File: src/rtl/gen_vec_pkg.sv
// Shared encodings and helpers for generador_vectores.
// State codes and hold-counter width function.
package gen_vec_pkg;

  localparam logic ST_IDLE   = 1'b0;
  localparam logic ST_APLICA = 1'b1;

  typedef logic estado_t;

  function automatic int clog2(input int v);
    int r;
    r = 0;
    while ((1 << r) < v) r++;
    return (r == 0) ? 1 : r;
  endfunction

endpackage

File: src/rtl/generador_vectores_contador_ret.sv
// Hold counter: counts 0..HOLD_CYCLES-1 while enabled.
// ultimo flags the final hold cycle of a vector.
module contador_ret
  import gen_vec_pkg::*;
#(
  parameter int HOLD_CYCLES = 10
) (
  input  logic clk,
  input  logic rst_n,
  input  logic clr,
  input  logic en,
  output logic ultimo
);

  localparam int CW = clog2(HOLD_CYCLES);
  localparam logic [CW-1:0] MAXC = CW'(HOLD_CYCLES - 1);

  logic [CW-1:0] count;

  assign ultimo = (count == MAXC);

  // wrap at the last hold cycle, clear when idle
  always_ff @(posedge clk or negedge rst_n) begin
    if (!rst_n) begin
      count <= '0;
    end else if (clr) begin
      count <= '0;
    end else if (en) begin
      if (ultimo) count <= '0;
      else        count <= count + 1'b1;
    end
  end

endmodule

File: src/rtl/generador_vectores.sv
// Exhaustive input sweep with truth-table capture and check.
// Optional first-failure diagnostics: GEN_VEC_DIAG_EN.
module generador_vectores
  import gen_vec_pkg::*;
#(
  parameter int N_IN        = 3,
  parameter int HOLD_CYCLES = 10,
  localparam int N_VEC      = 2 ** N_IN
) (
  input  logic             clk,
  input  logic             rst_n,
  input  logic             start,
  input  logic             f,
  input  logic [N_VEC-1:0] esperada,
  output logic [N_IN-1:0]  vec,
  output logic             busy,
  output logic             done,
  output logic [N_VEC-1:0] tabla,
  output logic             error
`ifdef GEN_VEC_DIAG_EN
  ,
  output logic [N_IN-1:0]  primer_fallo,
  output logic             fallo_valido
`endif
);

  localparam logic [N_IN-1:0] VEC_ULT = N_IN'(N_VEC - 1);

  estado_t          state;
  logic             ultimo;
  logic [N_VEC-1:0] tabla_nueva;

  contador_ret #(
    .HOLD_CYCLES(HOLD_CYCLES)
  ) u_cnt (
    .clk   (clk),
    .rst_n (rst_n),
    .clr   (state == ST_IDLE),
    .en    (state == ST_APLICA),
    .ultimo(ultimo)
  );

  // table with the current sample merged in
  always_comb begin
    tabla_nueva      = tabla;
    tabla_nueva[vec] = f;
  end

  // sweep FSM, capture and final compare
  always_ff @(posedge clk or negedge rst_n) begin
    if (!rst_n) begin
      state <= ST_IDLE;
      vec   <= '0;
      busy  <= 1'b0;
      done  <= 1'b0;
      tabla <= '0;
      error <= 1'b0;
`ifdef GEN_VEC_DIAG_EN
      primer_fallo <= '0;
      fallo_valido <= 1'b0;
`endif
    end else begin
      done <= 1'b0;
      unique case (state)
        ST_IDLE: begin
          if (start) begin
            state <= ST_APLICA;
            busy  <= 1'b1;
            vec   <= '0;
            tabla <= '0;
            error <= 1'b0;
`ifdef GEN_VEC_DIAG_EN
            primer_fallo <= '0;
            fallo_valido <= 1'b0;
`endif
          end
        end
        ST_APLICA: begin
          if (ultimo) begin
            tabla <= tabla_nueva;
`ifdef GEN_VEC_DIAG_EN
            if ((f != esperada[vec]) && !fallo_valido) begin
              primer_fallo <= vec;
              fallo_valido <= 1'b1;
            end
`endif
            if (vec == VEC_ULT) begin
              state <= ST_IDLE;
              vec   <= '0;
              busy  <= 1'b0;
              done  <= 1'b1;
              error <= (tabla_nueva != esperada);
            end else begin
              vec <= vec + 1'b1;
            end
          end
        end
        default: state <= ST_IDLE;
      endcase
    end
  end

endmodule

File: config.mk
export PLATFORM = sky130hd
export DESIGN_NAME = generador_vectores
export DESIGN_NICKNAME = d
export VERILOG_FILES = /design/src/rtl/gen_vec_pkg.sv /design/src/rtl/generador_vectores_contador_ret.sv /design/src/rtl/generador_vectores.sv
export SDC_FILE = /design/constraint.sdc
export NUM_CORES = 1
export LEC_CHECK = 0
export BUFFER_PORTS_ARGS = -buffer_cell sky130_fd_sc_hd__buf_2
export CAP_MARGIN = 10
export CORE_MARGIN = 2
export CORE_UTILIZATION = 57
export DETAILED_ROUTE_END_ITERATION = 6
export PLACE_DENSITY = 0.81
export SKIP_LAST_GASP = 1
export SLEW_MARGIN = 25
export SYNTH_ARGS = -nofsm -noshare
export SYNTH_HDL_FRONTEND = slang
export SYNTH_SLANG_ARGS = --single-unit
File: constraint.sdc
create_clock -name clk -period 3.2 [get_ports clk]
set_input_delay 0.32 -clock clk [delete_from_list [all_inputs] [get_ports clk]]
set_output_delay 0.32 -clock clk [all_outputs]
set_load 0.02 [all_outputs]
==> summary.txt, run 1 <==
Run status - finished, final reports clean
Clk buf depth - 2
Diode count - 0
Worst-path cell chain - nor3b_1 -> mux2i_1 -> xnor2_1 -> nor4_1 -> a41oi_1
Critical path capture point type - flip-flop
Total vias in the final route - 940
Post-DP HPWL - 1750 um
Net count after synthesis - 139
Clock buffer count from CTS - 3
Delay of the slowest cell on the worst path - 0.63 ns
Area grow syn2layout - 13.0%
Gates resized, CTS repair - 0
PnR Total Power - 1.13 mW
Max-slew violations - 0
H-tree Lvls - 1
Register clock-pin slew on the reported worst setup and hold paths - 0.11 ns
Pwr dens - 868 nW/um^2
Crit path required time - 3.37 ns
Final hold vios - 0
Number of flip-flops and latches in the synthesized netlist - 19
# fillers - 165
Synth cell types - 30
Number of vias per cell - 5.40
Syn Std Cell Area - 1150 um^2
Via count of the first global-routing pass - 939
Overall track demand over capacity in global routing - 22.2%
Top delay family on crit path - simple AND/OR/NAND/NOR gates
Post-Synthesis Mean Instance Area - 9.38 um^2
Final period util - 61.6%
Leak pwr - 0.662 nW
Post-Synthesis Cells - 123
Number of hold buffers added after cts - 1
Largest voltage drop on the vdd net - 515 uV
Multi-input gate area in the final layout - 602 um^2
Remaining antenna violation count - 0
Number of buffer and inverter stages on the critical path - 0
Iteration-0 DRC Markers - 15
Slowest cell on the critical path - dfrtp_1
Total congestion overflow after global routing - 0
Sequential element share of the synthesized area - 41.2%
Pin count of the biggest net entering global routing - 20
WL final - 2320 um
Path class of the lowest-slack min-delay path - primary input to flip-flop
Clock root buffer - clkbuf_4
Initial standard-cell utilization of the core - 59.4%
NumNets Final - 164
Tmin final - 1.97 ns
Synthesis warning total - 0
First-pass iteration count of the detailed router - 6
Number of core rows - 16
Routed WL per cell - 13.4 um
Slew Limit Headroom - 70.8%
Port Buf Inserts - 25
Post-route insts no fill - 174
Final routed DRC violation total - 0
Slew at the pin closest to its max-slew limit - 0.438 ns
Number of max-capacitance violations reported - 0
Storage element area - 475 um^2
Largest driver fanout on the critical path - 13
Number of endpoints failing setup at the final stage - 0
Worst Hold Slack - 0.255 ns
DIE HEIGHT - 49.0 um
Global-route wire length before repair - 4130 um
Total die area - 2400 um^2
Highest attainable clock frequency - 508 MHz
Number of antenna violations at the first check in global routing - 0
Io pins - 26
Horiz. Die Dim - 49.0 um
Worst-Skew Late Latency - 0.30 ns
Routability Congestion - 0.849
Layout Skew - 0.00333 ns
CORE AREA - 1940 um^2
Instance count after placement with tap cells included - 169
TritonCTS clock tree - done
Critical path class - flip-flop to flip-flop
Setup repair after global routing missed its margin - no
Post-Route Setup TNS - 0 ns
Clock tree sinks - 19
Kind of launch point of the worst setup path - flip-flop
WP data arrival - 2.14 ns
Buffers inserted during post-CTS setup optimization - 0
Fraction of final layout cells sized beyond drive strength 1 - 22.4%
[kinds of logic after synthesis]
kind of cell             after synthesis  share of synthesized area, %
AND/OR/NAND/NOR                       52                          25.7
AO/OA/AOI/OAI                         19                          9.87
flip-flops                            19                          41.2
buffers and inverters                 14                          6.62
multiplexers                           8                          6.94
XOR/XNOR                               7                          5.31
adder cells (fa/ha/maj)                4                          4.34
[cell usage after synthesis]
master / number / share of area [%]
buf_2: 1 / 0.43
inv_1: 8 / 2.6
nor3_1: 1 / 0.43
o31ai_1: 1 / 0.65
o22ai_1: 4 / 2.2
a41oi_1: 1 / 0.76
clkbuf_1: 2 / 0.65
mux2i_1: 8 / 6.9
a22oi_1: 2 / 1.3
nor4_1: 2 / 1.1
and3_1: 1 / 0.54
dfrtp_1: 19 / 41
nand3b_1: 2 / 1.3
nand3_1: 7 / 3.0
xnor2_1: 7 / 5.3
o21ai_0: 4 / 1.7
nand2_1: 15 / 4.9
and2_1: 1 / 0.54
a211oi_1: 1 / 0.65
nand3b_4: 1 / 1.7
nor2_1: 9 / 2.9
nor3b_1: 6 / 3.9
nand2b_1: 1 / 0.54
ha_1: 4 / 4.3
nand3_2: 1 / 0.87
a21oi_1: 6 / 2.6
nor2b_1: 2 / 1.1
buf_6: 3 / 2.9
nor3b_2: 2 / 2.2
and2b_1: 1 / 0.65
[metrics by stage]
stage                     util [%]  setup slack (ns)  instance area (um^2)
after floorplan                  -              1.52                  1150
after global placement        65.2              1.34                  1270
after detailed placement      65.2              1.22                  1270
after CTS                     67.1              1.23                  1300
after global routing          67.1              1.10                  1300
final                         67.1              1.23                  1300
[worst register-to-register path, cell delays in order (launching register included)]
cell and delay (ns):
dfrtp_1 0.63, nor3b_1 0.42, mux2i_1 0.27, xnor2_1 0.09, nor4_1 0.29, a41oi_1 0.15
[cell type report]
| class | count | share of cell area [%] |
|---|---|---|
| Multi-Input combinational cell | 90 | 46.2 |
| Sequential cell | 19 | 36.5 |
| Timing Repair Buffer | 26 | 10.4 |
| Tap cell | 27 | 2.59 |
| Inverter | 8 | 2.30 |
| Clock buffer | 3 | 1.73 |
| Clock inverter | 1 | 0.384 |
[where the power goes]
part / switching [mW] / internal, mW / leakage (nW)
combinational: 0.307 / 0.245 / 0.404
sequential: 0.127 / 0.330 / 0.241
clock: 0.0765 / 0.0466 / 0.0177
total: 0.511 / 0.621 / 0.662
[cells in the final DEF (no fill, tap or decap)]
cell type      count
clkbuf_4           3
buf_2             25
and2b_1            1
nor2_1             9
inv_1              8
nand2_1           15
a22oi_1            2
mux2i_1            8
nand3_2            1
dlygate4sd3_1      1
dfrtp_1           19
nand2b_1           1
o31ai_1            1
nand3b_4           1
o22ai_1            4
ha_1               4
nor3b_2            2
nand3_1            7
a21oi_1            6
a211oi_1           1
xnor2_1            7
clkinv_2           1
and3_1             1
nor2b_1            2
nand3b_1           2
o21ai_0            4
nor3b_1            6
nor4_1             2
and2_1             1
nor3_1             1
a41oi_1            1
[state kept, by name (all words and copies together), names as in the netlist]
register and count:
busy 1, done 1, error 1, state 1
tabla 8, u_cnt.count 4, vec 3
[per-layer routing]
metal | GRT usage [%] | share of wire (%)
met5 | 0 | 0
met4 | 9.52 | 1.5
met2 | 34.0 | 46
met3 | 2.15 | 3.5
met1 | 32.2 | 49
[worst paths after layout]
| kind | cells after the start | endpoint | slack [ns] | start |
|---|---|---|---|---|
| setup / recovery | 5 | error | 1.23 | vec[0] |
| hold / removal | 3 | state | 0.25 | start |
| setup reg to reg | 5 | error | 1.23 | vec[0] |
| hold reg to reg | 2 | busy | 0.50 | busy |
| max in group asynchronous | 2 | u_cnt.count[3] | 2.42 | rst_n |
| min in group asynchronous | 2 | tabla[2] | 0.49 | rst_n |
Note: power is estimated with default switching activity, not from simulation.
==> run 2: changes to the inputs <==
--- a/config.mk
+++ b/config.mk
@@ -8,9 +8,9 @@
 export BUFFER_PORTS_ARGS = -buffer_cell sky130_fd_sc_hd__buf_2
 export CAP_MARGIN = 10
 export CORE_MARGIN = 2
-export CORE_UTILIZATION = 57
+export CORE_UTILIZATION = 47
 export DETAILED_ROUTE_END_ITERATION = 6
-export PLACE_DENSITY = 0.81
+export PLACE_DENSITY = 0.72
 export SKIP_LAST_GASP = 1
 export SLEW_MARGIN = 25
 export SYNTH_ARGS = -nofsm -noshare
==> constraint.sdc (replaced) <==
create_clock -name clk -period 1.8 [get_ports clk]
set_input_delay 0.18 -clock clk [delete_from_list [all_inputs] [get_ports clk]]
set_output_delay 0.18 -clock clk [all_outputs]
set_load 0.02 [all_outputs]
==> summary.txt, run 2 (same netlist as run 1, synthesis figures left out) <==
Pin count of the biggest net entering global routing - 20 (unchanged)
Post-place setup slack - -0.0567 ns (-1.28 ns)
Final routed DRC violation total - 0 (unchanged)
Largest driver fanout on the critical path - 3 (-10)
Highest attainable clock frequency - 593 MHz (+17%)
NumNets Final - 170 (+3.7%)
Number of flip-flops under the largest register name - 8 (unchanged)
Run status - finished, final reports clean
Path class of the lowest-slack min-delay path - primary input to flip-flop
Critical path class - flip-flop to flip-flop
Remaining antenna violation count - 0 (unchanged)
Pwr dens - 1560 nW/um^2 (+80%)
Total die area - 2870 um^2 (+19%)
Post-route insts no fill - 181 (+4.0%)
Area grow syn2layout - 18.5%
Crit path required time - 1.97 ns (-1.40 ns)
Iteration-0 DRC Markers - 19 (+4)
Instance count after placement with tap cells included - 176 (+4.1%)
Number of endpoints failing setup at the final stage - 0 (unchanged)
Total congestion overflow after global routing - 0 (unchanged)
Diode count - 0 (unchanged)
Io pins - 26 (unchanged)
Tmin final - 1.69 ns (-0.283 ns)
RR Startpoint - vec[1]
WL final - 2360 um (+1.5%)
Post-DP HPWL - 1750 um (about the same)
Storage element area - 475 um^2 (unchanged)
Max-slew violations - 0 (unchanged)
Number of vias per cell - 5.41 (+0.22%)
TritonCTS clock tree - done
Largest register by flop count - tabla
Worst Hold Slack - 0.0916 ns (-0.163 ns)
Slowest cell on the critical path - dfrtp_1
Minimum setup slack in the final design - 0.114 ns (-1.12 ns)
Most frequent cells in the layout - buf_2, dfrtp_1, nand2_1
Horiz. Die Dim - 53.5 um (+9.3%)
Final hold vios - 0 (unchanged)
Slew Limit Headroom - 72.0% (+1.2 points)
H-tree Lvls - 1 (unchanged)
Number of cells on the worst reg-to-reg path - 5 (unchanged)
Worst-path cell chain - nor3b_2 -> mux2i_1 -> xnor2_1 -> nor4_2 -> a41oi_1
Clk buf depth - 2 (unchanged)
Worst Hold End - state
Slew at the pin closest to its max-slew limit - 0.419 ns (-0.0183 ns)
CORE AREA - 2280 um^2 (+17%)
Registers with the most flip-flops - tabla (8), u_cnt.count (4), vec (3)
Global-route wire length before repair - 4170 um (+0.99%)
Delay of the slowest cell on the worst path - 0.41 ns (-0.22 ns)
Origin of the worst min-delay path - start
Routability Congestion - 0.846 (-0.33%)
Register clock-pin slew on the reported worst setup and hold paths - 0.12 ns (about the same)
Multi-input gate area in the final layout - 613 um^2 (+1.9%)
Critical path capture point type - flip-flop
Most common cell after layout, fill and taps aside - buf_2
PnR Total Power - 2.14 mW (+89%)
Worst-Skew Late Latency - 0.31 ns (about the same)
Number of core rows - 17 (+1)
Number of max-capacitance violations reported - 0 (unchanged)
Clock buffer count from CTS - 3 (unchanged)
Endpoint of the lowest-slack register-to-register path - error
WP data arrival - 1.86 ns (-0.28 ns)
Number of antenna violations at the first check in global routing - 0 (unchanged)
Clock tree sinks - 19 (unchanged)
Clock root buffer - clkbuf_4
Final period util - 93.7% (+32 points)
Setup repair after global routing missed its margin - no
Total vias in the final route - 980 (+4.3%)
Fraction of final layout cells sized beyond drive strength 1 - 26.8% (+4.3 points)
Via count of the first global-routing pass - 911 (-3.0%)
Initial standard-cell utilization of the core - 50.7% (-8.7 points)
Overall track demand over capacity in global routing - 20.4% (-1.8 points)
# fillers - 200 (+21%)
Layout Skew - 0.00442 ns (+0.00109 ns)
Routed WL per cell - 13.0 um (-2.4%)
Leak pwr - 0.692 nW (+4.4%)
Port Buf Inserts - 25 (unchanged)
Largest voltage drop on the vdd net - 843 uV (+64%)
First-pass iteration count of the detailed router - 4 (-2)
DIE HEIGHT - 53.5 um (+9.3%)
Hold depth - 3 (unchanged)
Buffers inserted during post-CTS setup optimization - 0 (unchanged)
Flop-to-flop setup slack - 0.11 ns (-1.12 ns)
Kind of launch point of the worst setup path - flip-flop
==> run 2: cell types whose count changed in the layout (fill, tap and decap cells not counted), sizes merged <==
cell	change
clkinv	-1
clkinvlp	+1
buf	+6
==> run 2: area by class of cell <==
class / count / area share (%)
Clock inverter: 1 / 0.549
Inverter: 8 / 2.20
Timing Repair Buffer: 32 / 13.4
Multi-Input combinational cell: 90 / 44.8
Clock buffer: 3 / 1.65
Tap cell: 28 / 2.56
Sequential cell: 19 / 34.8
==> run 2: metal layers <==
layer  up-vias  routed length [um]  track usage (%)
met5         -                   0                0
met4         0                  43             8.97
met3         5                 102             2.50
met2        26                1050             32.1
met1       461                1160             28.2
li1        488                   -                -
==> run 2: stage by stage <==
step	area (um^2)	utilization, %	setup TNS [ns]
final	1370	60.1	0
after global routing	1370	60.1	0
after CTS	1360	59.6	0
after detailed placement	1310	57.7	-0.0567
after global placement	1310	57.7	0
after floorplan	1150	-	0
==> run 2: worst max-delay path by stage <==
stage            from     to  cells past startpoint
3_5_place_dp   vec[1]  error                      5
6_report       vec[1]  error                      5
2_1_floorplan  vec[0]  error                      5
5_1_grt        vec[1]  error                      6
3_3_place_gp   vec[1]  error                      5
4_1_cts        vec[2]  error                      6
==> run 2: power breakdown <==
group	switching, mW	leakage (nW)	internal, mW
logic	0.683	0.437	0.513
registers	0.125	0.241	0.589
clock network	0.145	0.0139	0.0848
total	0.953	0.692	1.19
==> run 2: what timing repair did <==
item	in CTS	in global routing
endpoints found under the setup margin	1	1
hold buffers	1	0
pin swaps	0	3
endpoints found under the hold margin	19	0
gates resized for setup	1	2
==> run 2: critical path, delay by kind of cell (launching register included) <==
family           cells  cell delay (ns)
AND/OR/NAND/NOR      2             0.63
flip-flops           1             0.41
multiplexers         1             0.25
AO/OA/AOI/OAI        1             0.16
XOR/XNOR             1             0.10
==> run 3: changes to the inputs <==
==> constraint.sdc (replaced) <==
create_clock -name clk -period 1.4 [get_ports clk]
set_input_delay 0.14 -clock clk [delete_from_list [all_inputs] [get_ports clk]]
set_output_delay 0.14 -clock clk [all_outputs]
set_load 0.02 [all_outputs]
==> summary.txt, run 3 (same netlist as run 1, synthesis figures left out) <==
Share of total power in sequential cells - 29.0% (-4.3 points)
Remaining antenna violation count - 0 (unchanged)
Total die area - 2870 um^2 (unchanged)
Minimum setup slack in the final design - -0.214 ns (-0.328 ns)
Worst-path cell chain - nor3b_4 -> mux2i_1 -> xnor2_1 -> nor4_2 -> a41oi_1
Endpoint of the lowest-slack register-to-register path - error
Slew Limit Headroom - 70.8% (-1.2 points)
Sw Share - 42.3% (-2.3 points)
Combinational group share of total power - 62.4% (+6.5 points)
Routed WL per cell - 14.7 um (+13%)
Path class of the lowest-slack min-delay path - primary input to flip-flop
Setup repair after global routing missed its margin - yes
Pwr dens - 2060 nW/um^2 (+32%)
TritonCTS clock tree - done
Most frequent cells in the layout - buf_4, buf_2, dfrtp_1
Worst-Skew Late Latency - 0.31 ns (about the same)
WP data arrival - 1.80 ns (-0.06 ns)
Tmin final - 1.61 ns (-0.0719 ns)
Final hold vios - 0 (unchanged)
Number of buffer and inverter stages on the critical path - 0 (unchanged)
CP startpoint - vec[2]
Clk buf depth - 2 (unchanged)
Net switching component of the power - 1.42 mW (+49%)
NumNets Final - 194 (+14%)
Clock root buffer - clkbuf_4
Post-place setup slack - -0.336 ns (-0.279 ns)
Iteration-0 DRC Markers - 27 (+8)
Port Buf Inserts - 25 (unchanged)
Register clock-pin slew on the reported worst setup and hold paths - 0.12 ns (about the same)
WL final - 3010 um (+28%)
Total congestion overflow after global routing - 0 (unchanged)
Area grow syn2layout - 41.3%
Clock buffer count from CTS - 3 (unchanged)
Run status - finished, violations left
Most common cell after layout, fill and taps aside - buf_4
Slowest cell on the critical path - dfrtp_2
Global-route wire length before repair - 4910 um (+18%)
H-tree Lvls - 1 (unchanged)
Number of antenna violations at the first check in global routing - 0 (unchanged)
Violated checks - negative setup slack
Total vias in the final route - 1114 (+14%)
RR Startpoint - vec[2]
Number of cells on the worst reg-to-reg path - 5 (unchanged)
Flop-to-flop setup slack - -0.21 ns (-0.33 ns)
Via count of the first global-routing pass - 1075 (+18%)
Number of flip-flops under the largest register name - 8 (unchanged)
Initial standard-cell utilization of the core - 50.7% (unchanged)
DIE HEIGHT - 53.5 um (unchanged)
Layout Skew - 0.0139 ns (+0.00944 ns)
Final routed DRC violation total - 0 (unchanged)
Largest register by flop count - tabla
Highest attainable clock frequency - 619 MHz (+4.5%)
Post-DP HPWL - 2150 um (+23%)
Worst Hold End - state
Crit path required time - 1.58 ns (-0.39 ns)
Overall track demand over capacity in global routing - 23.8% (+3.4 points)
Largest driver fanout on the critical path - 7 (+4)
Number of core rows - 17 (unchanged)
CORE AREA - 2280 um^2 (unchanged)
Fraction of final layout cells sized beyond drive strength 1 - 44.1% (+17 points)
Routability Congestion - 0.742 (-12%)
Final period util - 115% (+22 points)
Delay of the slowest cell on the worst path - 0.48 ns (+0.07 ns)
Diode count - 0 (unchanged)
Internal Power - 1.94 mW (+63%)
Largest voltage drop on the vdd net - 1360 uV (+62%)
Number of vias per cell - 5.43 (+0.37%)
Kind of launch point of the worst setup path - flip-flop
Max-slew violations - 0 (unchanged)
Critical path capture point type - flip-flop
Clock tree sinks - 19 (unchanged)
Horiz. Die Dim - 53.5 um (unchanged)
Number of max-capacitance violations reported - 0 (unchanged)
Top delay family on crit path - simple AND/OR/NAND/NOR gates
Leak pwr - 0.816 nW (+18%)
Origin of the worst min-delay path - start
Pin count of the biggest net entering global routing - 20 (unchanged)
Critical path class - flip-flop to flip-flop
Slew at the pin closest to its max-slew limit - 0.438 ns (+0.0181 ns)
Number of endpoints failing setup at the final stage - 6 (+6)
PnR Total Power - 3.36 mW (+57%)
Io pins - 26 (unchanged)
First-pass iteration count of the detailed router - 4 (unchanged)
Registers with the most flip-flops - tabla (8), u_cnt.count (4), vec (3)
Hold depth - 3 (unchanged)
Clk network pwr share - 8.6% (-2.2 points)
run 3: cell count changes in the layout (fill, tap and decap cells not counted), sizes merged:
cell,before,now
buf,31,55
clkbuf,3,4
clkinvlp,1,0
run 3: layout make-up:
class	count	area (um^2)
well taps	28	35.0
inverters	8	30.0
repair buffers	56	384
clock buffers	4	26.3
flip-flops and latches	19	479
fillers	181	646
multi-input cells	90	676
run 3: what timing repair did:
item                       4_1_cts  5_1_grt
resized for setup               12        7
setup buffers                    0        1
hold buffers                     1        0
pin swaps                        3        3
hold endpoints to repair        19        0
setup endpoints to repair       12       13
run 3: worst max-delay path by stage:
| stage | end | slack [ns] | depth (start not counted) |
|---|---|---|---|
| floorplan | error | -0.14 | 6 |
| global placement | error | -0.16 | 8 |
| detailed placement | error | -0.34 | 6 |
| CTS | error | -0.22 | 5 |
| global route | error | -0.33 | 5 |
| finish | error | -0.21 | 5 |
run 3: worst min-delay path: stages:
cell and delay, ns:
buf_2 0.09, nor2_1 0.03, nor2_1 0.07
run 3: power by group through the flow:
stage                     combinational, mW  sequential [mW]  clock [mW]
after CTS                              2.01            0.970       0.291
after floorplan                       0.983             1.13           0
after detailed placement               1.91            0.972           0
after global routing                   2.27             1.00       0.312
final                                  2.09            0.973       0.289
after global placement                 1.84            0.954           0
run 3: routing by layer:
metal  global-route usage [%]  routed length, um
met1                     31.4               1370
met2                     40.7               1450
met3                     3.33                161
met4                     6.41                 23
met5                        0                  0
run 3: metrics by stage:
stage | area [um^2] | instances | hold slack (ns) | utilization [%] | setup TNS (ns)
2_1_floorplan | 1180 | 123 | -0.156 | - | -0.141
3_3_place_gp | 1520 | 199 | 0.101 | 66.8 | -0.328
3_5_place_dp | 1520 | 199 | 0.105 | 66.8 | -0.805
5_1_grt | 1630 | 205 | 0.0832 | 71.6 | -1.54
6_report | 1630 | 205 | 0.0713 | 71.6 | -0.687
4_1_cts | 1600 | 204 | 0.0692 | 70.3 | -0.700
